[src/rtl/fft_pkg.sv]
// fft_pkg: shared types and helpers for the FFT spectrum capture block.
// Capture FSM states, default geometry and the component magnitude helper.
package fft_pkg;

    typedef enum logic [1:0] {
        IDLE,
        CAPTURE,
        DRAIN,
        HOLD
    } capture_state_t;

    localparam int WIDTH_DEF = 16;
    localparam int N_2_DEF   = 5;
    localparam int NBINS     = 2 ** (N_2_DEF - 1);

    // Unsigned magnitude of a sign-extended component; the most negative
    // value of a narrower field maps cleanly onto its positive counterpart.
    function automatic logic [31:0] abs_u(input logic signed [31:0] x);
        logic [31:0] r;
        r = x;
        if (x[31]) r = ~r + 32'd1;
        return r;
    endfunction

endpackage

[src/rtl/fft_mag_pipe.sv]
// fft_mag_pipe: two-stage alpha-max-beta-min magnitude pipeline.
// A valid bit and the bin index travel alongside the data.
module fft_mag_pipe
    import fft_pkg::*;
#(
    parameter int width = WIDTH_DEF,
    parameter int BW    = $clog2(NBINS)
) (
    input  logic               clk,
    input  logic               reset,
    input  logic               i_flush,
    input  logic               i_valid,
    input  logic [BW-1:0]      i_bin,
    input  logic [2*width-1:0] i_wd,
    output logic               o_valid,
    output logic [BW-1:0]      o_bin,
    output logic [width-1:0]   o_mag
);

    logic signed [width-1:0] w_re;
    logic signed [width-1:0] w_im;
    logic signed [31:0]      w_re_x;
    logic signed [31:0]      w_im_x;
    logic [width-1:0]        w_mx;
    logic [width-1:0]        w_mn;
    logic [width-1:0]        w_mag;

    logic                    r_v1;
    logic [BW-1:0]           r_bin1;
    logic [width-1:0]        r_are;
    logic [width-1:0]        r_aim;
    logic                    r_v2;
    logic [BW-1:0]           r_bin2;
    logic [width-1:0]        r_mag;

    assign w_re   = i_wd[2*width-1:width];
    assign w_im   = i_wd[width-1:0];
    assign w_re_x = 32'(w_re);
    assign w_im_x = 32'(w_im);

    // Largest of 1.375 * 2^(w-1) still fits in width bits.
    assign w_mx  = (r_are > r_aim) ? r_are : r_aim;
    assign w_mn  = (r_are > r_aim) ? r_aim : r_are;
    assign w_mag = w_mx + (w_mn >> 2) + (w_mn >> 3);

    // Stage 1: component magnitudes, bin index and valid
    always_ff @(posedge clk) begin
        if (reset || i_flush) r_v1 <= 1'b0;
        else                  r_v1 <= i_valid;
        r_bin1 <= i_bin;
        r_are  <= width'(abs_u(w_re_x));
        r_aim  <= width'(abs_u(w_im_x));
    end

    // Stage 2: max/min combine into the magnitude estimate
    always_ff @(posedge clk) begin
        if (reset || i_flush) r_v2 <= 1'b0;
        else                  r_v2 <= r_v1;
        r_bin2 <= r_bin1;
        r_mag  <= w_mag;
    end

    assign o_valid = r_v2;
    assign o_bin   = r_bin2;
    assign o_mag   = r_mag;

endmodule

[src/rtl/fft_spectrum_capture.sv]
// fft_spectrum_capture: captures one half-spectrum of FFT magnitudes,
// tracks the non-DC peak and holds the frame until the consumer acks.
module fft_spectrum_capture
    import fft_pkg::*;
#(
    parameter int width = WIDTH_DEF,
    parameter int N_2   = N_2_DEF
) (
    input  logic               clk,
    input  logic               reset,
    input  logic               fft_done,
    input  logic [2*width-1:0] fft_wd,
    input  logic               frame_ack,
    input  logic [N_2-2:0]     spec_adr,
    output logic [width-1:0]   spec_rdata,
    output logic               frame_ready,
    output logic [N_2-2:0]     peak_bin,
    output logic [width-1:0]   peak_mag,
    output logic               overrun
);

    localparam int BW    = N_2 - 1;
    localparam int LBINS = 2 ** BW;
    localparam logic [BW-1:0] LAST = BW'(LBINS - 1);

    capture_state_t   r_state;
    capture_state_t   w_next;
    logic             r_done_q;
    logic             r_armed;
    logic [BW-1:0]    r_cnt;
    logic             w_rise;
    logic             w_abort;
    logic             w_in_valid;
    logic [BW-1:0]    w_in_bin;
    logic             w_pv;
    logic [BW-1:0]    w_pbin;
    logic [width-1:0] w_pmag;
    logic [width-1:0] r_mem [LBINS];

    // A level already high when reset releases must fall before it counts.
    assign w_rise  = fft_done & ~r_done_q & r_armed;
    assign w_abort = ((r_state == CAPTURE) || (r_state == DRAIN)) & ~fft_done;

    assign w_in_valid = ((r_state == IDLE) & w_rise) |
                        ((r_state == CAPTURE) & fft_done);
    assign w_in_bin   = (r_state == CAPTURE) ? r_cnt : '0;

    fft_mag_pipe #(
        .width (width),
        .BW    (BW)
    ) u_pipe (
        .clk     (clk),
        .reset   (reset),
        .i_flush (w_abort),
        .i_valid (w_in_valid),
        .i_bin   (w_in_bin),
        .i_wd    (fft_wd),
        .o_valid (w_pv),
        .o_bin   (w_pbin),
        .o_mag   (w_pmag)
    );

    // State register
    always_ff @(posedge clk) begin
        if (reset) r_state <= IDLE;
        else       r_state <= w_next;
    end

    // Next state; the counter wraps to 0 entering DRAIN and runs two cycles
    always_comb begin
        w_next = r_state;
        unique case (r_state)
            IDLE:    if (w_rise) w_next = CAPTURE;
            CAPTURE: if (w_abort) w_next = IDLE;
                     else if (r_cnt == LAST) w_next = DRAIN;
            DRAIN:   if (w_abort) w_next = IDLE;
                     else if (r_cnt == BW'(1)) w_next = HOLD;
            HOLD:    if (frame_ack) w_next = IDLE;
            default: w_next = IDLE;
        endcase
    end

    // Edge detector and post-reset arming
    always_ff @(posedge clk) begin
        if (reset) begin
            r_done_q <= 1'b0;
            r_armed  <= 1'b0;
        end else begin
            r_done_q <= fft_done;
            if (!fft_done) r_armed <= 1'b1;
        end
    end

    // Bin counter: bin 0 goes in on the rise, so it preloads 1
    always_ff @(posedge clk) begin
        if (reset)                    r_cnt <= '0;
        else if (r_state == IDLE)     r_cnt <= BW'(1);
        else if (r_state != HOLD)     r_cnt <= r_cnt + BW'(1);
    end

    // Peak tracker over non-DC bins; strict compare keeps the lower index
    always_ff @(posedge clk) begin
        if (reset || w_abort || ((r_state == IDLE) && w_rise)) begin
            peak_bin <= '0;
            peak_mag <= '0;
        end else if (w_pv && (w_pbin != '0) && (w_pmag > peak_mag)) begin
            peak_bin <= w_pbin;
            peak_mag <= w_pmag;
        end
    end

    // Spectrum buffer write port
    always_ff @(posedge clk) begin
        if (w_pv && !w_abort) r_mem[w_pbin] <= w_pmag;
    end

    // Registered read port; a same-address write returns the old word
    always_ff @(posedge clk) begin
        if (reset) spec_rdata <= '0;
        else       spec_rdata <= r_mem[spec_adr];
    end

    // Frame ready mirrors HOLD; overrun is sticky until reset
    always_ff @(posedge clk) begin
        if (reset) begin
            frame_ready <= 1'b0;
            overrun     <= 1'b0;
        end else begin
            frame_ready <= (w_next == HOLD);
            if ((r_state == HOLD) && w_rise) overrun <= 1'b1;
        end
    end

endmodule

[config.mk]
export PLATFORM = sky130hd
export DESIGN_NAME = fft_spectrum_capture
export DESIGN_NICKNAME = d
export VERILOG_FILES = /design/src/rtl/fft_pkg.sv /design/src/rtl/fft_mag_pipe.sv /design/src/rtl/fft_spectrum_capture.sv
export SDC_FILE = /design/constraint.sdc
export NUM_CORES = 1
export LEC_CHECK = 0
export ABC_AREA = 1
export BUFFER_PORTS_ARGS = -buffer_cell sky130_fd_sc_hd__buf_2
export CORE_ASPECT_RATIO = 0.6
export CORE_MARGIN = 1
export CORE_UTILIZATION = 55
export CTS_CLUSTER_DIAMETER = 120
export DETAILED_ROUTE_END_ITERATION = 12
export GPL_ROUTABILITY_DRIVEN = 0
export PLACE_DENSITY = 0.75
export SLEW_MARGIN = 20
export SYNTH_ARGS = -nofsm -noshare
export SYNTH_HDL_FRONTEND = slang
export SYNTH_HIERARCHICAL = 1
export SYNTH_SLANG_ARGS = --single-unit
[constraint.sdc]
create_clock -name clk -period 3.2 [get_ports clk]
set_input_delay 0.16 -clock clk [delete_from_list [all_inputs] [get_ports clk]]
set_output_delay 0.16 -clock clk [all_outputs]
set_load 0.02 [all_outputs]
==> flow_summary.ini, run 1 <==
[final_layout]
final_core_util_pct = 68.5
fin_nets = 1854
area_growth_pct = 22.4
final_cell_mix = 267 x nor2_1, 256 x edfxtp_1, 144 x nand2_1, 119 x buf_4, 113 x inv_1
final_layout_size_suffix_gt1_share_pct = 22.2
layout_commonest_cell = nor2_1
fillers = 1999

[clocking]
cts_buffers = 31
cts.clk_slew.worst_paths_ps = 70
h-tree-depth = 1
clock_latency_ps = 590
cts.sinks = 360
root_buffer = clkbuf_16
clockBufferDepth = 3
cts_tree = done

[logic_synthesis]
synthCells = 1531
yosysUniqueCellTypes = 43
synth-edff-count = 256
synth.avg_cell_area_sq_um = 10.5
synth-seq-cells = 360
ys_seq_area_share_pct = 60.7
syn_area_sq_mm = 0.0161
syn-num-nets = 1641
synth_ff_type = edfxtp_1
async_flop_share_pct = 0
ys_warn_count = 6

[worst_setup_path]
crit_path_end_kind = flip-flop
critPathLaunchType = flip-flop
cp_slowest_cell = fa_1
crit_family = adder cells
r2r_start = u_pipe/r_aim[2]
crit_path_frequent_cell = nand2_1
r2r_cells = 21
r2r_end = u_pipe/o_mag[13]
crit_required_ps = 3710
crit_arrival_ps = 4090
path_cells = inv_1 -> ha_1 -> nand2_2 -> inv_1 -> nand2_1 -> nand2_1 -> nand2_1 -> nand2_1 -> nand2_2 -> nand2_4 -> nand2_8 -> buf_12 -> buf_16 -> o21ai_2 -> fa_1 -> ha_1 -> a21o_1 -> a21oi_4 -> o21ai_2 -> a21oi_2 -> xor2_1
worstSetupPathType = flip-flop to flip-flop
crit_path_max_incr_delay_ps = 450
cp-startpoint = u_pipe/r_aim[2]
cp.depth = 21
reg2reg_slack_ps = -380
cp.buffers_inverters = 4
cp_max_fo = 20

[timing]
fmax_mhz = 280
slew_viol_final = 0
setup_tns_ps = -2810
fin_worst_skew_ps = 20.4
fin_crit_sh_pct = 112
final-setup-viol-count = 12
worst_pin_slew_ps = 868
relSlewSlack_pct = 42.1
fin_crit_ps = 3580
fin_hold_ws_ps = 61.7
rsz0062_at_grt = yes
finalHoldViolations = 0
timing.final.ws_setup_ps = -377

[floorplan]
die_area_sq_mm = 0.0300
start_util_pct = 55.9
ios = 78
core_sq_mm = 0.0288
rows = 48
die_w_um = 223
die_h_um = 134

[worst_hold_path]
holdPathEnd = r_state[1]
min_path_type = input port to flip-flop
min_from = frame_ack
whs_path_depth = 6

[global_routing]
grt_pass1_wl_mm = 63.8
grt-ovfl-total = 0
grt_pass1_vias = 11600
gr-usage-all-layers_pct = 27.7
grt_max_degree = 73
antenna_found_initial = 1

[route]
vias = 12300
remaining_drc_errors = 0
ant_nets = 0
routed_wl_mm = 42.2
dr.pass1.iters = 5
wl_per_cell_um = 19.7
viasPerCell = 5.74
drt_iter0_drc = 1401

[run]
maxCapViolCount = 0

[outcome]
violations = setup timing
outcome = complete, but fails checks

[pwr]
p_total_mw = 15.1
ir_drop_mv = 0.521
p_leak_nw = 7.68
power_density_mw_per_mm2 = 766

[place]
numPortBuffers = 77
place_ws_ps = -313
dp_hpwl_mm = 24.3
## how the worst max path moves through the flow
| stage | endpoint | slack, ps |
|---|---|---|
| after global routing | u_pipe/o_mag[15] | -590 |
| final | u_pipe/o_mag[13] | -380 |
| after detailed placement | u_pipe/o_mag[13] | -310 |
| after global placement | u_pipe/o_mag[14] | -180 |
| after floorplan | u_pipe/o_mag[13] | -140 |
| after CTS | u_pipe/o_mag[15] | -260 |
## final cells by class
class	instances	area, sq um	share of cell area [%]
multi-input cells	966	5970	30.3
clock buffers	32	779	3.96
repair buffers	251	1930	9.78
well taps	375	469	2.38
diodes	1	2.50	0.0127
flip-flops and latches	360	9780	49.6
inverters	134	504	2.56
clock inverters	26	268	1.36
## cell usage after synthesis, types with 8 or more instances
cell	n	share of area, %
a21oi_1	70	2.2
buf_2	21	0.65
buf_4	12	0.56
clkbuf_1	23	0.54
dfxtp_1	104	13
edfxtp_1	256	48
fa_1	12	1.5
ha_1	58	4.5
inv_1	132	3.1
nand2_1	159	3.7
nand3_1	62	1.9
nor2_1	271	6.3
nor3_1	8	0.25
o211ai_1	52	2.4
o211ai_2	11	0.86
o21ai_0	101	3.1
o21ai_1	76	2.4
xnor2_1	10	0.54
xor2_1	27	1.5
## where the power goes
group	total [mW]	internal (mW)	switching, mW
logic	5.23	2.30	2.94
registers	5.95	5.70	0.244
clock network	3.89	2.18	1.71
## metal layers
layer | global-route usage [%] | part of all wire (%)
met3 | 4.87 | 8.8
met4 | 8.39 | 2.7
met2 | 44.0 | 45
met1 | 39.4 | 43
met5 | 0 | 0
## worst reg2reg max path: stages (launching register included)
cell and delay (ps):
dfxtp_1 310, inv_1 50, ha_1 290, nand2_2 60
inv_1 60, nand2_1 70, nand2_1 70, nand2_1 60
nand2_1 80, nand2_2 70, nand2_4 100, nand2_8 90
buf_12 140, buf_16 150, o21ai_2 270, fa_1 460
ha_1 360, a21o_1 200, a21oi_4 200, o21ai_2 90
a21oi_2 170, xor2_1 170
## flip-flops by register name, indices dropped and copies added (netlist names)
signal / count
r_mem: 256
peak_mag: 16
spec_rdata: 16
u_pipe/o_mag: 16
u_pipe/r_aim: 16
u_pipe/r_are: 16
peak_bin: 4
r_cnt: 4
u_pipe/o_bin: 4
u_pipe/r_bin1: 4
r_state: 2
frame_ready: 1
overrun: 1
r_armed: 1
r_done_q: 1
u_pipe/o_valid: 1
u_pipe/r_v1: 1
## kinds of logic after synthesis
family          Yosys count  share of synthesized area, %
buf+inv                 205                          5.73
simple gates            530                          13.6
xor+xnor                 37                          2.01
flops                   360                          60.7
fa+ha+maj                70                          6.00
compound gates          329                          11.9
## timing repair
action / 4_1_cts / 5_1_grt
hold endpoints to repair: 36 / 0
gates resized for setup: 68 / 28
setup buffers: 6 / 7
setup endpoints to repair: 10 / 12
hold buffers: 45 / 0
gates cloned: 4 / 0
pin swaps: 29 / 20
## through the flow
step | cells | area (sq um)
2_1_floorplan | 1531 | 16300
3_3_place_gp | 2024 | 17600
3_5_place_dp | 2024 | 17600
4_1_cts | 2137 | 19500
5_1_grt | 2145 | 19700
6_report | 2145 | 19700
Note: power is estimated with default switching activity, not from simulation.
==> run 2: changes to the inputs <==
--- a/config.mk
+++ b/config.mk
@@ -7,7 +7,6 @@
 export LEC_CHECK = 0
 export ABC_AREA = 1
 export BUFFER_PORTS_ARGS = -buffer_cell sky130_fd_sc_hd__buf_2
-export CORE_ASPECT_RATIO = 0.6
 export CORE_MARGIN = 1
 export CORE_UTILIZATION = 55
 export CTS_CLUSTER_DIAMETER = 120
==> run 2 against run 1 <==
Against the previous run: the flow still finishes with violations (setup timing); non-clock buffer count is 1 lower; clock power is 3% higher; total power is 1.9% higher; clock skew is 3.7 ps higher; register-to-register slack better by 70 ps; critical endpoint is now u_pipe/o_mag[14].
==> flow_summary.ini, run 2 (synthesis results as in run 1) <==
[worst_setup_path]
crit_required_ps = 3600
crit_arrival_ps = 3900
worstSetupPathType = flip-flop to flip-flop
r2r_start = u_pipe/r_aim[11]
crit_path_end_kind = flip-flop
cp_max_fo = 9
critPathLaunchType = flip-flop
cp-startpoint = u_pipe/r_aim[11]

[pwr]
sequentialPowerShare_pct = 38.0
clkPwrFrac_pct = 26.2
power_density_mw_per_mm2 = 777
p_leak_nw = 7.73
intPower_mw = 10.5
p_comb_share_pct = 35.8
p_sw_mw = 4.90
ir_drop_mv = 0.449
sw_frac_of_total_pct = 31.9

[global_routing]
grt_pass1_wl_mm = 61.1
grt-ovfl-total = 0
grt_max_degree = 129
gr-usage-all-layers_pct = 25.7
antenna_found_initial = 0
grt_pass1_vias = 12000

[floorplan]
die_w_um = 173
rows = 62
ios = 78
start_util_pct = 55.9
core_sq_mm = 0.0288
die_h_um = 173
die_area_sq_mm = 0.0299

[place]
numPortBuffers = 77
dp_cells = 2035
dp_hpwl_mm = 23.1

[outcome]
outcome = complete, but fails checks
violations = setup timing

[final_layout]
final_layout_size_suffix_gt1_share_pct = 21.5
largest_reg_flops = 256
area_growth_pct = 22.8
antenna_cells = 0
fin_nets = 1859
stdcell_count = 2161
layout_commonest_cell = nor2_1
final_cell_mix = 267 x nor2_1, 256 x edfxtp_1, 147 x nand2_1, 120 x buf_4, 118 x inv_1
fillers = 2037
final_core_util_pct = 68.7
largest_register = r_mem

[clocking]
cts.clk_slew.worst_paths_ps = 70
cts.sinks = 360
cts_tree = done
h-tree-depth = 2
root_buffer = clkbuf_16
cts_buffers = 37
clock_latency_ps = 530
clockBufferDepth = 3

[route]
dr.pass1.iters = 5
ant_nets = 0
drt_iter0_drc = 1091
routed_wl_mm = 38.7
wl_per_cell_um = 17.9
vias = 12000
remaining_drc_errors = 0
viasPerCell = 5.54

[timing]
final-setup-viol-count = 10
worst_pin_slew_ps = 1070
slew_viol_final = 0
fin_crit_ps = 3500
fin_worst_skew_ps = 24.1
finalHoldViolations = 0
fin_crit_sh_pct = 110
rsz0062_at_grt = yes
relSlewSlack_pct = 28.2
timing.final.ws_setup_ps = -305
fmax_mhz = 285

[worst_hold_path]
min_path_type = input port to flip-flop
min_from = frame_ack

[run]
maxCapViolCount = 0
## run 2: metal layers
layer	GRT usage [%]	vias to the layer above	share of wire (%)
met5	0	-	0
met4	7.56	0	2.5
met3	3.69	76	6.4
met2	45.0	449	50
met1	33.1	5757	41
li1	-	5697	-
## run 2: layout make-up
type / count / area [sq um] / share of cell area (%)
Tap cell: 384 / 480 / 2.43
Timing Repair Buffer: 250 / 1940 / 9.83
Clock inverter: 12 / 114 / 0.576
Multi-Input combinational cell: 966 / 5920 / 30.0
Sequential cell: 360 / 9780 / 49.5
Inverter: 134 / 504 / 2.55
Clock buffer: 55 / 1020 / 5.18
## run 2: metrics by stage
stage / power, mW / hold slack (ps) / setup slack, ps / area [sq um] / TNS [ps]
6_report: 15.4 / 130 / -305 / 19800 / -2260
5_1_grt: 16.1 / 158 / -497 / 19800 / -4070
4_1_cts: 14.9 / 106 / -270 / 19600 / -2200
3_5_place_dp: 10.2 / 277 / -275 / 17600 / -2190
3_3_place_gp: 10.1 / 279 / -175 / 17600 / -1220
2_1_floorplan: 8.52 / 188 / -136 / 16300 / -201
## run 2: critical path, stage by stage (launching register included)
cell and delay, ps:
dfxtp_2 320, inv_2 40, ha_4 260, nand4_1 160, nor3_4 230, nand2_2 100
nand2_4 90, nand2_8 90, buf_6 150, buf_16 140, nand2_1 50, o21ai_1 60
buf_4 150, fa_2 580, ha_4 230, a21oi_4 180, o21ai_1 90, a21oi_1 190
o21ai_2 90, xor2_1 160
## run 2: timing repair
action / in CTS / in global routing
cloned: 3 / 0
pin swaps: 22 / 19
hold buffers: 38 / 0
gates resized for setup: 53 / 32
setup buffers: 19 / 5
setup endpoints to repair: 10 / 13
hold endpoints to repair: 34 / 0
## run 2: path summary, 6_finish.rpt
kind | to | slack, ps | cells past startpoint
min | r_state[1] | 130 | 6
max | u_pipe/o_mag[14] | -300 | 19
min reg2reg | u_pipe/o_bin[0] | 320 | 0
max reg2reg | u_pipe/o_mag[14] | -300 | 19
## run 2: power groups by stage
stage / Clock [mW] / Sequential, mW / Combinational [mW]
after CTS: 4.08 / 5.84 / 5.00
after detailed placement: 0 / 5.94 / 4.28
after floorplan: 0 / 6.15 / 2.37
after global routing: 4.27 / 5.86 / 5.95
final: 4.02 / 5.84 / 5.49
after global placement: 0 / 5.93 / 4.12
==> run 3: changes to the inputs <==
--- a/config.mk
+++ b/config.mk
@@ -8,12 +8,10 @@
 export ABC_AREA = 1
 export BUFFER_PORTS_ARGS = -buffer_cell sky130_fd_sc_hd__buf_2
 export CORE_MARGIN = 1
-export CORE_UTILIZATION = 55
+export CORE_UTILIZATION = 40
 export CTS_CLUSTER_DIAMETER = 120
 export DETAILED_ROUTE_END_ITERATION = 12
 export GPL_ROUTABILITY_DRIVEN = 0
-export PLACE_DENSITY = 0.75
-export SLEW_MARGIN = 20
 export SYNTH_ARGS = -nofsm -noshare
 export SYNTH_HDL_FRONTEND = slang
 export SYNTH_HIERARCHICAL = 1
==> constraint.sdc (replaced) <==
create_clock -name clk -period 3.6 [get_ports clk]
set_input_delay 0.18 -clock clk [delete_from_list [all_inputs] [get_ports clk]]
set_output_delay 0.18 -clock clk [all_outputs]
set_load 0.02 [all_outputs]
==> run 3 against run 2 <==
Against the previous run: the flow now finishes without violations; non-clock buffer count fell by 36; maximum frequency fell by 0.23%; cell count rose by 5.1%; clock power fell by 4%; first-iteration DRC count fell by 16%; highest routed layer unchanged; clock-buffer cell count did not move; largest cell class unchanged; global-route usage fell by 6.9 points; largest power group unchanged.
==> flow_summary.ini, run 3 (synthesis results as in run 1) <==
[pwr]
p_comb_share_pct = 31.1
ir_drop_mv = 0.331
clkPwrFrac_pct = 29.4
sequentialPowerShare_pct = 39.5
sw_frac_of_total_pct = 31.5
p_sw_mw = 4.13
power_density_mw_per_mm2 = 672
p_leak_nw = 7.58
intPower_mw = 9.01

[timing]
rsz0062_at_grt = yes
worst_pin_slew_ps = 1190
finalHoldViolations = 0
fmax_mhz = 285
final-setup-viol-count = 0
slew_viol_final = 0
fin_worst_skew_ps = 15.5
relSlewSlack_pct = 20.4
fin_crit_ps = 3510
setup_tns_ps = 0
fin_crit_sh_pct = 97.6

[worst_setup_path]
crit_family = adder cells
crit_path_max_incr_delay_ps = 540
r2r_start = u_pipe/r_aim[9]
crit_arrival_ps = 3980
crit_path_end_kind = flip-flop
cp_max_fo = 6
r2r_end = u_pipe/o_mag[14]
cp_slowest_cell = fa_1
critPathLaunchType = flip-flop
crit_required_ps = 4070
r2r_cells = 18
path_cells = inv_2 -> ha_4 -> nand4_1 -> nor3_4 -> buf_6 -> nand3_4 -> buf_12 -> nand2_8 -> clkbuf_16 -> o21ai_1 -> fa_1 -> inv_1 -> ha_2 -> nand2_1 -> nor3_2 -> nand2_1 -> o21ai_1 -> xor2_1
cp.buffers_inverters = 5
worstSetupPathType = flip-flop to flip-flop
reg2reg_slack_ps = 90

[global_routing]
grt_pass1_vias = 11000
grt_pass1_wl_mm = 59.8
grt-ovfl-total = 0
grt_max_degree = 129
antenna_found_initial = 0
gr-usage-all-layers_pct = 18.7

[worst_hold_path]
holdPathEnd = r_state[1]
whs_path_depth = 6
min_from = frame_ack
min_path_type = input port to flip-flop

[final_layout]
largest_reg_flops = 256
final_cell_area_sq_mm = 0.0196
fin_nets = 1828
layout_commonest_cell = nor2_1
fillers = 3564
area_growth_pct = 21.6
final_layout_size_suffix_gt1_share_pct = 18.5
final_core_util_pct = 49.3
largest_register = r_mem
antenna_cells = 0
final_cell_mix = 270 x nor2_1, 256 x edfxtp_1, 152 x nand2_1, 125 x inv_1, 98 x dfxtp_1

[route]
viasPerCell = 5.15
ant_nets = 0
dr.pass1.iters = 5
remaining_drc_errors = 0
routed_wl_mm = 39.3
vias = 11700
drt_iter0_drc = 920
wl_per_cell_um = 17.3

[floorplan]
core_sq_mm = 0.0397
die_area_sq_mm = 0.0410
die_h_um = 203
rows = 73
die_w_um = 203
ios = 78
start_util_pct = 40.5

[clocking]
cts.sinks = 360
root_buffer = clkbuf_16
clockBufferDepth = 3
clock_latency_ps = 550
cts.clk_slew.worst_paths_ps = 60
cts_tree = done
h-tree-depth = 2
cts_buffers = 39

[outcome]
outcome = finished, final reports clean

[place]
numPortBuffers = 77
placed_area_sq_mm = 0.0174
dp_hpwl_mm = 23.4

[run]
maxCapViolCount = 0
==> run 3: cell types whose count changed in the layout (fill, tap and decap cells not counted), moves of 5 or more <==
| cell | before | now |
|---|---|---|
| buf_4 | 120 | 89 |
| inv_1 | 118 | 125 |
| inv_2 | 14 | 8 |
| a21oi_4 | 7 | 2 |
| ha_4 | 18 | 13 |
| nand2_1 | 147 | 152 |
==> run 3: layout make-up <==
| type | instances | area, sq um | share of cell area [%] |
|---|---|---|---|
| tap | 525 | 657 | 3.36 |
| timing repair buffer | 214 | 1630 | 8.34 |
| inverter | 134 | 504 | 2.58 |
| sequential | 360 | 9780 | 50.0 |
| clock inverter | 14 | 175 | 0.895 |
| multi-input combinational | 969 | 5790 | 29.6 |
| clock buffer | 55 | 1040 | 5.29 |
==> run 3: power groups by stage <==
| stage | combinational [mW] | clock (mW) | sequential (mW) |
|---|---|---|---|
| 2_1_floorplan | 1.98 | 0 | 5.46 |
| 3_3_place_gp | 3.34 | 0 | 5.27 |
| 3_5_place_dp | 3.42 | 0 | 5.28 |
| 4_1_cts | 3.49 | 3.95 | 5.19 |
| 5_1_grt | 4.48 | 4.10 | 5.21 |
| 6_report | 4.08 | 3.87 | 5.19 |
==> run 3: tightest hold or removal path: stages <==
cell and delay, ps:
buf_2 80, o22ai_1 80, o21ai_0 90, nand3_1 80, nand2_1 80, inv_1 40
==> run 3: through the flow <==
| stage | setup WS (ps) | power, mW | hold slack, ps | std cells |
|---|---|---|---|---|
| after floorplan | 104 | 7.44 | 208 | 1531 |
| after global placement | -13.7 | 8.61 | 309 | 2145 |
| after detailed placement | -141 | 8.69 | 309 | 2145 |
| after CTS | 22.7 | 12.6 | 87.4 | 2252 |
| after global routing | -79.9 | 13.8 | 154 | 2271 |
| final | 87.3 | 13.1 | 123 | 2271 |
==> run 3: layer usage <==
| layer | GRT usage (%) | vias to the layer above | routed length [um] |
|---|---|---|---|
| li1 | - | 5638 | - |
| met3 | 3.63 | 64 | 2190 |
| met2 | 29.7 | 326 | 18300 |
| met5 | 0 | - | 0 |
| met1 | 26.2 | 5666 | 18000 |
| met4 | 5.21 | 0 | 789 |
==> run 3: how the worst max path moves through the flow <==
stage | from | end | slack, ps | cells past startpoint
floorplan | u_pipe/r_aim[13] | u_pipe/o_mag[13] | 100 | 20
global placement | u_pipe/r_aim[13] | u_pipe/o_mag[13] | -10 | 17
detailed placement | u_pipe/r_aim[15] | u_pipe/o_mag[14] | -140 | 19
CTS | u_pipe/r_aim[13] | u_pipe/o_mag[13] | 20 | 22
global route | u_pipe/r_aim[10] | u_pipe/o_mag[15] | -80 | 20
finish | u_pipe/r_aim[9] | u_pipe/o_mag[14] | 90 | 18
==> run 3: what timing repair did <==
action	CTS	global route
pin swaps	0	28
hold endpoints to repair	35	0
hold buffers	38	0
gates cloned	0	5
resized for setup	4	74
endpoints found under the setup margin	8	9
setup buffers	0	14
